===== src/rtl/led_matrix_scanner.sv =====
// 4x4 LED matrix scanner with per-pixel PWM and a double-buffered frame store.
// Latency: aled/kled_tri follow state 1 clk after each tick; no backpressure, buffer swap via level req / pulse ack.
module led_matrix_scanner #(
    parameter int BRIGHT_W = 4,
    parameter int TICK_DIV = 64
) (
    input  logic                clk,
    input  logic                rst_n,
    input  logic                wr_en,
    input  logic [3:0]          wr_addr,
    input  logic [BRIGHT_W-1:0] wr_data,
    input  logic                swap_req,
    output logic                swap_ack,
    output logic                frame_start,
    output logic [3:0]          aled,
    output logic [3:0]          kled_tri
);

    localparam int PW = (TICK_DIV > 2) ? $clog2(TICK_DIV) : 1;
    localparam logic [PW-1:0]       PRE_LAST  = PW'(TICK_DIV - 1);
    localparam logic [BRIGHT_W-1:0] SLOT_LAST = BRIGHT_W'((1 << BRIGHT_W) - 2);

    typedef enum logic {BLANK, DRIVE} state_t;

    state_t              state, state_nxt;
    logic [PW-1:0]       pre;
    logic                tick;
    logic                leave_blank;
    logic [1:0]          row;
    logic [BRIGHT_W-1:0] slot;
    logic                front_sel;
    logic [BRIGHT_W-1:0] buf0 [16];
    logic [BRIGHT_W-1:0] buf1 [16];
    logic [BRIGHT_W-1:0] pix;
    logic [3:0]          aled_nxt;
    logic [3:0]          kled_nxt;
    logic                frame_start_nxt;

    assign tick        = (pre == PRE_LAST);
    assign leave_blank = tick && (state == BLANK);

    always_ff @(posedge clk or negedge rst_n) begin
        if (!rst_n) begin
            pre <= '0;
        end else begin
            pre <= tick ? '0 : pre + PW'(1);
        end
    end

    always_ff @(posedge clk or negedge rst_n) begin
        if (!rst_n) begin
            state <= BLANK;
        end else begin
            state <= state_nxt;
        end
    end

    always_comb begin
        state_nxt = state;
        if (tick) begin
            case (state)
                BLANK:   state_nxt = DRIVE;
                DRIVE:   if (slot == SLOT_LAST) state_nxt = BLANK;
                default: state_nxt = BLANK;
            endcase
        end
    end

    // Swap only at the frame boundary, i.e. the BLANK exit that rolls row 3 over to row 0.
    always_comb begin
        aled_nxt        = '0;
        kled_nxt        = '0;
        pix             = '0;
        swap_ack        = leave_blank && (row == 2'd3) && swap_req;
        frame_start_nxt = leave_blank && (row == 2'd3);
        if (state == DRIVE) begin
            aled_nxt = 4'b0001 << row;
            for (int c = 0; c < 4; c++) begin
                pix         = front_sel ? buf1[{row, 2'(c)}] : buf0[{row, 2'(c)}];
                kled_nxt[c] = (slot < pix);
            end
        end
    end

    always_ff @(posedge clk or negedge rst_n) begin
        if (!rst_n) begin
            row         <= '0;
            slot        <= '0;
            front_sel   <= 1'b0;
            frame_start <= 1'b0;
            aled        <= '0;
            kled_tri    <= '0;
        end else begin
            if (tick) begin
                if (state == BLANK) begin
                    row  <= row + 2'd1;
                    slot <= '0;
                end else if (slot != SLOT_LAST) begin
                    slot <= slot + BRIGHT_W'(1);
                end
            end
            if (swap_ack) begin
                front_sel <= ~front_sel;
            end
            frame_start <= frame_start_nxt;
            aled        <= aled_nxt;
            kled_tri    <= kled_nxt;
        end
    end

    // Write target uses the pre-swap selection, so a write in the swap cycle lands in the new front.
    always_ff @(posedge clk or negedge rst_n) begin
        if (!rst_n) begin
            for (int i = 0; i < 16; i++) begin
                buf0[i] <= '0;
                buf1[i] <= '0;
            end
        end else if (wr_en) begin
            if (front_sel) begin
                buf0[wr_addr] <= wr_data;
            end else begin
                buf1[wr_addr] <= wr_data;
            end
        end
    end

endmodule


===== config.mk =====
export PLATFORM = sky130hd
export DESIGN_NAME = led_matrix_scanner
export DESIGN_NICKNAME = d
export VERILOG_FILES = /design/src/rtl/led_matrix_scanner.sv
export SDC_FILE = /design/constraint.sdc
export NUM_CORES = 1
export LEC_CHECK = 0
export ABC_AREA = 1
export CORE_MARGIN = 4
export CORE_UTILIZATION = 31
export CTS_BUF_LIST = sky130_fd_sc_hd__clkbuf_4
export CTS_CLUSTER_DIAMETER = 100
export DETAILED_ROUTE_END_ITERATION = 6
export HOLD_SLACK_MARGIN = 0.06
export SLEW_MARGIN = 15
export SYNTH_ARGS = -nofsm -noshare
export SYNTH_HDL_FRONTEND = slang
export SYNTH_SLANG_ARGS = --single-unit
export TNS_END_PERCENT = 20

===== constraint.sdc =====
create_clock -name clk -period 2.4 [get_ports clk]
set_clock_uncertainty 0.05 [all_clocks]
set_input_delay 0.48 -clock clk [delete_from_list [all_inputs] [get_ports clk]]
set_output_delay 0.48 -clock clk [all_outputs]
set_load 0.005 [all_outputs]

==> flow_summary.yaml, run 1 <==
sta:
  hold_viol_final: 0
  min_period_over_period_pct: 97.8
  slew_headroom_pct: 65.8
  slew_viol_final: 0
  fmax_mhz: 426
  tightest_slew_ns: 0.513
  setup_viol_count_final: 0
  fin_crit_ns: 2.35
  rsz0062_at_grt: "yes"
setup_path:
  cp.arrival_ns: 1.82
  worstPathMaxFanout: 2
  crit_path_frequent_cell: "inv_2"
  critPathKind: "flip-flop to primary output"
  cp-end-kind: "primary output"
  max_stage_delay_ns: 0.39
  crit_required_ns: 1.87
  crit_chain: "ha_2 -> nand3_2 -> inv_2 -> nand3_4 -> nor2_4 -> and2_4 -> nand2_2 -> inv_2 -> buf_2"
  start_kind: "flip-flop"
  critPathSlowestCell: "dfrtp_1"
power:
  p_per_area_nw_per_um2: 623
  p_leak_uw: 0.00383
  power_uw: 5090
  peakVddDrop_mv: 0.349
floorplan:
  core_um2: 22100
  die_h_um: 159
  row_count: 54
  die_area_um2: 25200
  start_util_pct: 31.9
  die_x_um: 159
  io_pins: 22
synthesis:
  ys_ff_latch: 151
  synthArstFlopShare_pct: 100
  yosysTopAreaCellShare_pct: 53.6
  syn_area_um2: 7050
  yosysUniqueCellTypes: 25
  yosysSeqAreaShare_pct: 53.6
  syn_area_per_cell_um2: 8.47
  synthCells: 833
  post-synth-top-count-cell: "nand2_1"
  synth_top_cells_by_count: "213 x nand2_1, 164 x o21ai_0, 151 x dfrtp_1"
  yosysWarningCount: 0
  syn_nets: 864
  synth-edff-count: 0
  synth_area_leaders: "dfrtp_1 54%, o21ai_0 12%, nand2_1 11%"
  synthFlopType: "dfrtp_1"
  synth_area_leader_cell: "dfrtp_1"
cts:
  cts_buffer_depth: 2
  cts_tree: "done"
  htree_levels: 4
  cts_made_buffers: 17
  cts.root.buffer_cell: "clkbuf_4"
  clock_sinks: 151
  clk_latency_ns: 0.57
  clk_pin_slew_ns: 0.11
place:
  io_buffers: 21
  finalWeightedCongestion: 0.781
  dp_hpwl_um: 11600
  post_dp_cell_area_um2: 7670
cells_and_area:
  fin_area_um2: 8170
  areaGrowthSynthToFinish_pct: 15.8
  nFillCells: 2242
  nNetsFinal: 912
  layout-drive-gt1-share_pct: 11.0
global_route:
  overflow: 0
  grtUsageTotal_pct: 14.6
  grt_pass1_wl_um: 29900
  grt_pass1_vias: 5581
  grt_max_degree: 50
  antenna_found_initial: 0
drt:
  vias_per_cell: 4.92
  drtIter0Drc: 460
  dr.pass1.iters: 4
  route.detailed.drc: 0
  post_drt_wl_per_cell_um: 15.2
  wirelength_um: 17900
  postRouteAntennaNets: 0
  num_vias: 5781
flow_run:
  cap_violations: 0
worst_hold_path:
  hp-class: "input pin to async pin"
run_status:
  outcome: "finished clean"
-- worst paths after layout --
path                               end  cells after the start  startpoint  slack [ns]
setup / recovery              swap_ack                      9      pre[0]        0.05
hold / removal                  pre[2]                      2       rst_n        0.37
setup reg to reg           kled_tri[2]                      9      row[0]        0.08
hold reg to reg               buf0[45]                      2    buf0[45]        0.44
max in group asynchronous     buf0[22]                      3       rst_n        1.31
min in group clk              buf0[45]                      2    buf0[45]        0.44
-- worst max-delay path: cells and delay by family, from the launching register on --
family	cells	cell delay (ns)
simple gates	5	0.46
flops	1	0.39
fa+ha+maj	1	0.19
buf+inv	3	0.23
-- cell usage in the layout, fill, tap and decap left out, drive strengths merged, types with 5 or more instances in the layout --
cell type	synthesis	layout
a21oi	6	6
buf	19	47
clkbuf	19	20
clkdlybuf4s50	0	19
clkinv	0	7
dfrtp	151	151
ha	19	19
inv	62	62
nand2	214	214
nand3	44	44
nor2	70	70
o21ai	192	192
o221ai	12	12
o22ai	12	12
xor2	5	5
-- routing by layer --
metal,global-route usage [%],wire length [µm],vias to the layer above
li1,-,-,2857
met1,21.7,8980,2788
met2,21.9,7820,122
met3,3.34,921,14
met4,2.92,129,0
met5,0,0,-
-- cell type report --
| type | instances | area (µm²) | share of cell area (%) |
|---|---|---|---|
| Clock buffer | 20 | 150 | 1.84 |
| Multi-Input combinational cell | 582 | 2870 | 35.1 |
| Inverter | 62 | 233 | 2.85 |
| Timing Repair Buffer | 67 | 624 | 7.65 |
| Antenna cell | 1 | 2.50 | 0.0306 |
| Clock inverter | 11 | 156 | 1.92 |
| Sequential cell | 151 | 3780 | 46.3 |
| Tap cell | 280 | 350 | 4.29 |
-- flip-flops by register name, indices dropped and copies added (netlist names) --
signal / cells
frame_start: 1
buf1: 64
buf0: 64
aled: 4
slot: 4
state: 1
row: 2
front_sel: 1
pre: 6
kled_tri: 4
-- cell families (layout without fill, tap and decap cells) --
family | count (synthesis) | count (layout) | synth area share, %
adder cells (fa/ha/maj) | 19 | 19 | 3.37
AO/OA/AOI/OAI | 227 | 227 | 17.2
other | 0 | 1 | 0
XOR/XNOR | 7 | 7 | 0.869
flip-flops | 151 | 151 | 53.6
buffers and inverters | 100 | 160 | 6.08
AND/OR/NAND/NOR | 329 | 329 | 18.9
-- metrics by stage --
stage          setup TNS [ns]  setup slack, ns  std cells  utilization, %  hold slack, ns
2_1_floorplan               0            0.429        833               -           0.134
3_5_place_dp                0            0.150       1121            34.7           0.409
3_3_place_gp                0            0.199       1121            34.7           0.394
4_1_cts                     0           0.0285       1171            36.8           0.368
5_1_grt               -0.0781          -0.0781       1173            37.0           0.379
6_report                    0           0.0525       1174            37.0           0.369
-- timing repair --
item | 4_1_cts | 5_1_grt
resized for setup | 9 | 5
buffers inserted | 18 | 3
endpoints found under the hold margin | 45 | 0
cloned | 0 | 0
setup endpoints to repair | 1 | 4
hold buffers | 1 | 0
pin swaps | 2 | 2
-- power breakdown --
part | internal [µW] | total [µW] | switching (µW) | leakage, µW
Combinational | 174 | 463 | 289 | 0.00166
Clock | 844 | 1730 | 889 | 0.000171
Sequential | 2770 | 2890 | 121 | 0.00200
Total | 3790 | 5090 | 1300 | 0.00383
Power figures use the tool's default switching activity.
==> run 2, diff against run 1 <==
--- a/config.mk
+++ b/config.mk
@@ -12,6 +12,7 @@
 export CTS_CLUSTER_DIAMETER = 100
 export DETAILED_ROUTE_END_ITERATION = 6
 export HOLD_SLACK_MARGIN = 0.06
+export SKIP_LAST_GASP = 1
 export SLEW_MARGIN = 15
 export SYNTH_ARGS = -nofsm -noshare
 export SYNTH_HDL_FRONTEND = slang
==> constraint.sdc (replaced) <==
create_clock -name clk -period 2.2 [get_ports clk]
set_clock_uncertainty 0.05 [all_clocks]
set_input_delay 0.44 -clock clk [delete_from_list [all_inputs] [get_ports clk]]
set_output_delay 0.44 -clock clk [all_outputs]
set_load 0.005 [all_outputs]
==> flow_summary.yaml, run 2 (synthesis results as in run 1) <==
floorplan:
  die_h_um: 159
  row_count: 54
  die_area_um2: 25200
  start_util_pct: 31.9
  io_pins: 22
  core_um2: 22100
  die_x_um: 159
setup_path:
  crit_required_ns: 2.66
  cp.arrival_ns: 2.78
  start_kind: "flip-flop"
  crit_family: "compound AO/OA/AOI/OAI gates"
  r2r.worst_path.cells: 10
  crit_path_frequent_cell: "buf_4"
  r2r-end: "kled_tri[3]"
  startpoint: "row[0]"
  max_stage_delay_ns: 0.45
  cp-end-kind: "flip-flop"
  critical_path_depth: 10
  critPathSlowestCell: "dfrtp_2"
  crit_chain: "buf_4 -> buf_4 -> inv_4 -> buf_12 -> nor2_1 -> o22ai_1 -> o21ai_0 -> ha_1 -> a211o_1 -> a21oi_1"
  r2r_slack_ns: -0.12
  crit_path_end: "kled_tri[3]"
  r2r-start: "row[0]"
  critPathKind: "flip-flop to flip-flop"
  worst-path-buf-inv: 4
  worstPathMaxFanout: 23
power:
  combPwrFrac_pct: 9.1
  sw_frac_of_total_pct: 28.9
  power_frac_seq_pct: 56.9
  p_leak_uw: 0.00386
  p_per_area_nw_per_um2: 675
  peakVddDrop_mv: 0.291
  p_switching_uw: 1600
  clkPwrFrac_pct: 34.0
  power_uw: 5550
  internal_power_uw: 3940
cells_and_area:
  final_cell_mix: "212 x nand2_1, 164 x o21ai_0, 150 x dfrtp_1"
  top_regs: "buf0 (64), buf1 (64), pre (6)"
  areaGrowthSynthToFinish_pct: 16.6
  nNetsFinal: 914
  layout_commonest_cell: "nand2_1"
  layout-drive-gt1-share_pct: 11.2
  finish.cell_count_without_fillers: 1176
  antennaDiodeCount: 0
place:
  dp_hpwl_um: 11900
  pre_cts_slack_ns: 0.0190
  dp.cells: 1134
  io_buffers: 21
  finalWeightedCongestion: 0.849
global_route:
  grtUsageTotal_pct: 14.6
  grt_pass1_wl_um: 29800
  grt_pass1_vias: 5572
  use_met1_pct: 21.4
  overflow: 0
  grt_max_degree: 48
  use_met3_pct: 3.73
  antenna_found_initial: 0
  use_met2_pct: 21.7
  gr-max-usage-layer: "met2"
drt:
  postRouteAntennaNets: 0
  route.detailed.drc: 0
  vias_per_cell: 4.87
  num_vias: 5722
  drtIter0Drc: 456
  dr.pass1.iters: 5
  wirelength_um: 18000
  post_drt_wl_per_cell_um: 15.3
sta:
  min_period_over_period_pct: 106
  slew_viol_final: 0
  tightest_slew_ns: 0.460
  fmax_mhz: 431
  fin_crit_ns: 2.32
  hold_viol_final: 0
  rsz0062_at_grt: "yes"
  setup_ws_ns: -0.122
  slew_headroom_pct: 69.3
  setup_viol_count_final: 5
run_status:
  outcome: "finished with violations"
  violations: "setup timing"
worst_hold_path:
  hp-class: "input pin to async pin"
cts:
  htree_levels: 4
  cts.root.buffer_cell: "clkbuf_4"
  clk_latency_ns: 0.59
  cts_tree: "done"
  cts_buffer_depth: 2
  clock_sinks: 151
  clk_pin_slew_ns: 0.15
  cts_made_buffers: 17
flow_run:
  cap_violations: 0
run 2: changes by cell type in the layout (fill, tap and decap cells not counted), sizes merged:
cell / previous run / this run
clkinv: 7 / 4
clkbuf: 20 / 17
inv: 62 / 71
buf: 47 / 48
bufbuf: 0 / 1
diode: 1 / 0
bufinv: 4 / 2
run 2: metal layers:
metal,vias to the layer above,share of wire [%],wire [µm]
li1,2858,-,-
met1,2716,51,9210
met2,127,43,7760
met3,21,4.5,805
met4,0,1.3,226
met5,-,0,0
run 2: final cells by class:
type / instances / area [µm²]
Multi-Input combinational cell: 582 / 2860
Clock inverter: 15 / 181
Timing Repair Buffer: 69 / 686
Tap cell: 280 / 350
Inverter: 62 / 235
Fill cell: 2254 / 13900
Sequential cell: 151 / 3780
Clock buffer: 17 / 128
run 2: worst min-delay path by stage:
stage / startpoint / to / slack (ns) / depth (start not counted)
final: rst_n / aled[2] / 0.28 / 2
after global routing: rst_n / aled[2] / 0.27 / 2
after CTS: rst_n / aled[2] / 0.27 / 2
after detailed placement: rst_n / aled[2] / 0.37 / 1
after global placement: rst_n / aled[2] / 0.36 / 1
after floorplan: rst_n / aled[0] / 0.09 / 0
run 2: metrics by stage:
| stage | TNS [ns] | area, µm² | utilization (%) | hold slack, ns |
|---|---|---|---|---|
| global placement | 0 | 7790 | 35.3 | 0.363 |
| global route | -1.12 | 8220 | 37.2 | 0.270 |
| CTS | -0.508 | 8210 | 37.2 | 0.270 |
| floorplan | 0 | 7050 | - | 0.0944 |
| finish | -0.478 | 8220 | 37.2 | 0.277 |
| detailed placement | 0 | 7790 | 35.3 | 0.365 |
run 2: power by group through the flow:
stage | logic (µW) | clock network, µW | registers [µW]
floorplan | 315 | 0 | 3170
global placement | 499 | 0 | 3210
detailed placement | 512 | 0 | 3210
CTS | 514 | 1940 | 3160
global route | 591 | 2070 | 3190
finish | 505 | 1890 | 3160
run 2: repair_timing:
item,in CTS,in global routing
pin swaps,2,2
setup endpoints to repair,1,5
endpoints found under the hold margin,42,0
buffers inserted,7,1
cloned,1,0
hold buffers,1,0
resized for setup,11,0
